$ cat src/rtl/key_matrix_pkg.sv
// Shared types and helpers for the key matrix scanner.
package key_matrix_pkg;

    typedef enum logic [1:0] {
        DRIVE,
        EVAL,
        GAP
    } scan_state_t;

    // Width of a key index for n_keys keys (at least one bit).
    function automatic int unsigned key_width(input int unsigned n_keys);
        int unsigned w;
        w = 1;
        if (n_keys > 1) w = $clog2(n_keys);
        return w;
    endfunction

    // Flat key index for row r, column c.
    function automatic int unsigned key_index(input int unsigned r,
                                              input int unsigned c,
                                              input int unsigned cols);
        return r * cols + c;
    endfunction

endpackage

$ cat src/rtl/key_event_slot.sv
// One-entry valid/ready holding register with a sticky overrun flag.
// A new item is accepted when the slot is empty or being drained this cycle;
// otherwise it is dropped and overrun latches.
module key_event_slot #(
    parameter int unsigned DATA_W = 8
) (
    input  logic              clk,
    input  logic              resetn,
    input  logic              in_valid,
    input  logic [DATA_W-1:0] in_data,
    output logic              out_valid,
    input  logic              out_ready,
    output logic [DATA_W-1:0] out_data,
    output logic              overrun
);

    logic accept;
    logic drop;

    // Decide whether an incoming item fits in the slot.
    always_comb begin
        accept = in_valid && (!out_valid || out_ready);
        drop   = in_valid && out_valid && !out_ready;
    end

    // Slot contents, valid flag and sticky overrun.
    always_ff @(posedge clk) begin
        if (!resetn) begin
            out_valid <= 1'b0;
            out_data  <= '0;
            overrun   <= 1'b0;
        end else begin
            if (accept) begin
                out_valid <= 1'b1;
                out_data  <= in_data;
            end else if (out_valid && out_ready) begin
                out_valid <= 1'b0;
            end
            if (drop) overrun <= 1'b1;
        end
    end

endmodule

$ cat src/rtl/key_matrix_scanner.sv
// Scans a ROWS x COLS key matrix one row at a time, debounces every key and
// reports debounced changes as press/release events.
module key_matrix_scanner
    import key_matrix_pkg::*;
#(
    parameter int unsigned ROWS           = 4,
    parameter int unsigned COLS           = 4,
    parameter int unsigned SETTLE_CYCLES  = 480,
    parameter int unsigned DEBOUNCE_SCANS = 4,
    localparam int unsigned KEY_W         = key_width(ROWS * COLS)
) (
    input  logic                 clk,
    input  logic                 resetn,
    output logic [ROWS-1:0]      row_oe,
    input  logic [COLS-1:0]      col_in,
    output logic [ROWS*COLS-1:0] keys,
    output logic                 evt_valid,
    input  logic                 evt_ready,
    output logic [KEY_W-1:0]     evt_key,
    output logic                 evt_press,
    output logic                 overrun
);

    localparam int unsigned NKEYS = ROWS * COLS;
    localparam int unsigned ROW_W = key_width(ROWS);
    localparam int unsigned COL_W = key_width(COLS);
    localparam int unsigned CNT_W = key_width(SETTLE_CYCLES);

    scan_state_t      state, state_next;
    logic [ROW_W-1:0] row, row_next;
    logic [COL_W-1:0] col, col_next;
    logic [CNT_W-1:0] settle_cnt, settle_next;
    logic [ROWS-1:0]  row_oe_next;
    logic             snap_load;

    logic [COLS-1:0]  col_meta, col_sync, snap;
    logic [3:0]       db_cnt [NKEYS];

    logic [KEY_W-1:0] eval_key;
    logic             cur_state;
    logic             sample;
    logic             raise;
    logic [KEY_W:0]   slot_data;

    // Two-flop synchroniser; reset value means "all released".
    always_ff @(posedge clk) begin
        if (!resetn) begin
            col_meta <= '1;
            col_sync <= '1;
        end else begin
            col_meta <= col_in;
            col_sync <= col_meta;
        end
    end

    // Scan state register; row_oe is registered alongside the state.
    always_ff @(posedge clk) begin
        if (!resetn) begin
            state      <= DRIVE;
            row        <= '0;
            col        <= '0;
            settle_cnt <= '0;
            row_oe     <= '0;
            snap       <= '0;
        end else begin
            state      <= state_next;
            row        <= row_next;
            col        <= col_next;
            settle_cnt <= settle_next;
            row_oe     <= row_oe_next;
            if (snap_load) snap <= ~col_sync;
        end
    end

    // Next-state logic. The settle count holds while row_oe is still zero,
    // which only happens in the first cycle after reset, so every row gets
    // the full settle time with its output enable actually applied.
    always_comb begin
        state_next  = state;
        row_next    = row;
        col_next    = col;
        settle_next = settle_cnt;
        snap_load   = 1'b0;
        row_oe_next = '0;
        case (state)
            DRIVE: begin
                if (row_oe != '0) begin
                    if (settle_cnt == CNT_W'(SETTLE_CYCLES - 1)) begin
                        snap_load   = 1'b1;
                        settle_next = '0;
                        col_next    = '0;
                        state_next  = EVAL;
                    end else begin
                        settle_next = settle_cnt + 1'b1;
                    end
                end
            end
            EVAL: begin
                if (col == COL_W'(COLS - 1)) begin
                    col_next   = '0;
                    state_next = GAP;
                end else begin
                    col_next = col + 1'b1;
                end
            end
            GAP: begin
                row_next   = (row == ROW_W'(ROWS - 1)) ? '0 : row + 1'b1;
                state_next = DRIVE;
            end
            default: state_next = DRIVE;
        endcase
        if (state_next != GAP) row_oe_next[row_next] = 1'b1;
    end

    // Select the key under evaluation and detect a debounced flip.
    always_comb begin
        eval_key  = KEY_W'(key_index(int'(row), int'(col), COLS));
        cur_state = keys[eval_key];
        sample    = snap[col];
        raise     = (state == EVAL) && (sample != cur_state)
                    && (db_cnt[eval_key] == 4'(DEBOUNCE_SCANS - 1));
        slot_data = {eval_key, ~cur_state};
    end

    // Per-key debounce counters and debounced key bitmap.
    always_ff @(posedge clk) begin
        if (!resetn) begin
            for (int unsigned k = 0; k < NKEYS; k++) db_cnt[k] <= '0;
            keys <= '0;
        end else if (state == EVAL) begin
            if (sample == cur_state) begin
                db_cnt[eval_key] <= '0;
            end else if (raise) begin
                db_cnt[eval_key] <= '0;
                keys[eval_key]   <= ~cur_state;
            end else begin
                db_cnt[eval_key] <= db_cnt[eval_key] + 4'd1;
            end
        end
    end

    key_event_slot #(
        .DATA_W (KEY_W + 1)
    ) u_slot (
        .clk       (clk),
        .resetn    (resetn),
        .in_valid  (raise),
        .in_data   (slot_data),
        .out_valid (evt_valid),
        .out_ready (evt_ready),
        .out_data  ({evt_key, evt_press}),
        .overrun   (overrun)
    );

endmodule

$ cat config.mk
export PLATFORM = sky130hd
export DESIGN_NAME = key_matrix_scanner
export DESIGN_NICKNAME = d
export VERILOG_FILES = /design/src/rtl/key_matrix_pkg.sv /design/src/rtl/key_event_slot.sv /design/src/rtl/key_matrix_scanner.sv
export SDC_FILE = /design/constraint.sdc
export NUM_CORES = 1
export LEC_CHECK = 0
export CAP_MARGIN = 20
export CORE_ASPECT_RATIO = 0.5
export CORE_MARGIN = 2
export CORE_UTILIZATION = 51
export DETAILED_ROUTE_END_ITERATION = 8
export GPL_ROUTABILITY_DRIVEN = 0
export PLACE_DENSITY = 0.73
export SYNTH_ARGS = -nofsm -noshare
export SYNTH_HDL_FRONTEND = slang
export SYNTH_SLANG_ARGS = --single-unit
$ cat constraint.sdc
create_clock -name clk -period 3.3 [get_ports clk]
set_clock_uncertainty 0.15 [all_clocks]
set_input_delay 0.66 -clock clk [delete_from_list [all_inputs] [get_ports clk]]
set_output_delay 0.66 -clock clk [all_outputs]
set_load 0.1 [all_outputs]
==> impl_metrics.env <==
export IMPL_maxClockFrequency_mhz=315
export IMPL_initial_antenna_violation_count=0
export IMPL_top_level_ports=34
export IMPL_cts_root_buffer="clkbuf_16"
export IMPL_cts_buffer_depth=2
export IMPL_status="complete, no violations"
export IMPL_pwr_density_cell_nw_per_um2=524
export IMPL_syn_avg_cell_area_um2=11.1
export IMPL_yosys_cell_count_top_type="nor2_1"
export IMPL_finalSetupViolCount=0
export IMPL_final_core_utilization=0.634
export IMPL_cp_startpoint_kind="flip-flop"
export IMPL_critPathRequiredTime_ps=3460
export IMPL_fillers=808
export IMPL_cts_buffers=17
export IMPL_cellLeakagePower_nw=2.22
export IMPL_slew_headroom=0.480
export IMPL_number_of_global_route_vias_before_repair=4122
export IMPL_cts_repair_timing_setup_buffer_count=0
export IMPL_remaining_drc_errors=0
export IMPL_flop_and_latch_count_out_of_synthesis=118
export IMPL_worst_slack_ps=126
export IMPL_layout_cell_area_non_filler_um2=6600
export IMPL_hold_violations=0
export IMPL_dr_pass1_iters=5
export IMPL_overflow=0
export IMPL_min_path_type="flip-flop to flip-flop"
export IMPL_flip_flop_and_latch_area_um2=3000
export IMPL_start_util=0.534
export IMPL_hpwl_um=9220
export IMPL_buffers_on_ports=33
export IMPL_rsz_0062_raised_after_global_routing="false"
export IMPL_yosys_warnings=0
export IMPL_dominantRegCellSynth="edfxtp_1"
export IMPL_postRouteWirelength_um=13900
export IMPL_grt_util_met1=0.341
export IMPL_synth_seq_area_share=0.540
export IMPL_drt_iter0_markers=517
export IMPL_grt_total_usage=0.254
export IMPL_drtAntennaViolNets=0
export IMPL_cap_viol_max_count=0
export IMPL_floorplan_die_area_um2=11800
export IMPL_grt_pass1_wl_um=22200
export IMPL_total_area_of_multi_input_combinational_cells_um2=2410
export IMPL_synth_edf_count=64
export IMPL_placed_area_um2=5980
export IMPL_timing_setup_critical_path_class="flip-flop to flip-flop"
export IMPL_die_width_um=152
export IMPL_cell_types_occupying_the_most_area_after_synthesis="edfxtp_1 (35%), dfxtp_1 (19%), mux4_2 (8.1%), nor2_1 (6.9%), nand2_1 (3.2%)"
export IMPL_synthToLayoutAreaGrowth_pct=18.7
export IMPL_clock_latency_on_the_worst_skew_pair_ps=410
export IMPL_synthArstFlopShare=0
export IMPL_worst_pin_slew_ps=777
export IMPL_post_layout_total_power_mw=3.46
export IMPL_cp_data_arrival_time_ps=3330
export IMPL_ctsHtreeMaxLevel=4
export IMPL_synth_top_cell_by_area="edfxtp_1"
export IMPL_timing_max_transition_violations_final=0
export IMPL_layout_drive_gt1_share=0.193
export IMPL_netlist_instances=500
export IMPL_core_area_um2=10400
export IMPL_use_met3=0.0694
export IMPL_routed_wire_length_per_instance_um=20.0
export IMPL_final_nets=557
export IMPL_clock_tree_from_tritoncts="yes"
export IMPL_ys_types=52
export IMPL_height_of_the_die_um=77.9
export IMPL_synth_common_cells="nor2_1 (102), edfxtp_1 (64), dfxtp_1 (54)"
export IMPL_grt_most_used_layer="met2"
export IMPL_n_antenna_cell=0
export IMPL_grtUsageMet2=0.388
export IMPL_clkTransAtPathRegs_ps=50
export IMPL_critPathMaxFanout=15
export IMPL_synth_net_count=517
export IMPL_finalWorstPathRequiredPeriod_ps=3170
export IMPL_routed_via_density=6.16
export IMPL_route_vias_total=4269
export IMPL_critPathCaptureType="flip-flop"
export IMPL_clkSinkCount=118
export IMPL_synth_cell_area_um2=5560
export IMPL_placement_setup_worst_slack_ps=43.1
export IMPL_final_period_utilization=0.962
export IMPL_rows=26
export IMPL_portion_of_synthesized_cell_area_occupied_by_the_leading_cell_type=0.345
export IMPL_vdd_ir_drop_max_v=0.000563
export IMPL_grt_start_max_net_pins=48
path summary, 6_finish.rpt:
| kind | endpoint | depth (start not counted) | slack, ps | startpoint |
|---|---|---|---|---|
| worst min register to register | snap[3]$_SDFFE_PN0P_ | 1 | 250 | col_sync[3]$_SDFF_PN1_ |
| worst max-delay path | u_slot.out_valid$_SDFFE_PN0P_ | 11 | 130 | col[0]$_SDFFE_PN0P_ |
| worst min-delay path | snap[3]$_SDFFE_PN0P_ | 1 | 250 | col_sync[3]$_SDFF_PN1_ |
| worst max register to register | u_slot.out_valid$_SDFFE_PN0P_ | 11 | 130 | col[0]$_SDFFE_PN0P_ |
power by group:
group	internal (mW)	switching, mW
Clock	1.10	0.651
Sequential	1.58	0.0148
Combinational	0.0372	0.0805
layout by cell type, fill, tap and decap left out, drive strengths merged, types with 10 or more instances in the layout:
cell type	count
nand2	48
clkbuf	17
buf	45
clkinv	11
dfxtp	54
mux4	20
o41ai	10
nor3	12
o21ai	17
nor2	102
edfxtp	64
nand2b	10
mux2i	15
ha	10
a21oi	15
nand4	20
critical path: stages (launching register included):
cell	delay [ps]
dfxtp_1	370
buf_12	190
mux4_2	540
a22oi_2	240
nand2_1	150
ha_1	270
and2_1	170
a22o_1	290
nand2_4	210
buf_4	200
nor3_1	90
o21a_1	200
stage by stage:
| stage | hold slack [ps] | TNS, ps | instances |
|---|---|---|---|
| 4_1_cts | 257 | 0 | 691 |
| 5_1_grt | 269 | 0 | 693 |
| 6_report | 252 | 0 | 693 |
| 3_3_place_gp | 240 | 0 | 659 |
| 2_1_floorplan | 236 | -334 | 500 |
| 3_5_place_dp | 246 | 0 | 659 |
per-layer routing:
metal  vias up  share of wire  wire [um]
li1       1923              -          -
met1      2055           0.41       5650
met2       247           0.47       6470
met3        44           0.10       1430
met4         0          0.025        347
met5         -              0          0
flip-flops by register name (all words and copies together), names as in the netlist:
| register | flops |
|---|---|
| u_slot.overrun | 1 |
| col_meta | 4 |
| snap | 4 |
| u_slot.out_data | 5 |
| settle_cnt | 9 |
| keys | 16 |
| db_cnt | 64 |
| row | 2 |
| col_sync | 4 |
| state | 2 |
| col | 2 |
| row_oe | 4 |
| u_slot.out_valid | 1 |
final cells by class:
type	instances	area share
Clock buffer	17	0.0644
Timing Repair Buffer	51	0.0641
Inverter	8	0.00455
Sequential cell	118	0.455
Clock inverter	15	0.0208
Multi-Input combinational cell	344	0.365
Tap cell	140	0.0265
cells by family (layout without fill, tap and decap cells):
group                    Yosys count  count (layout)  share of synthesized area
multiplexers                      35              35                      0.108
flip-flops                       118             118                      0.540
adder cells (fa/ha/maj)           10              10                     0.0225
AO/OA/AOI/OAI                     71              71                     0.0879
buffers and inverters             40              91                     0.0382
AND/OR/NAND/NOR                  218             220                      0.188
XOR/XNOR                           8               8                     0.0160
timing repair:
item                       CTS  global route
gates cloned                 0             2
pin swaps                    0             3
hold buffers                 0             0
setup endpoints to repair    1            57
gates resized for setup      1             6
No activity file was read; power rests on OpenSTA's default activity.
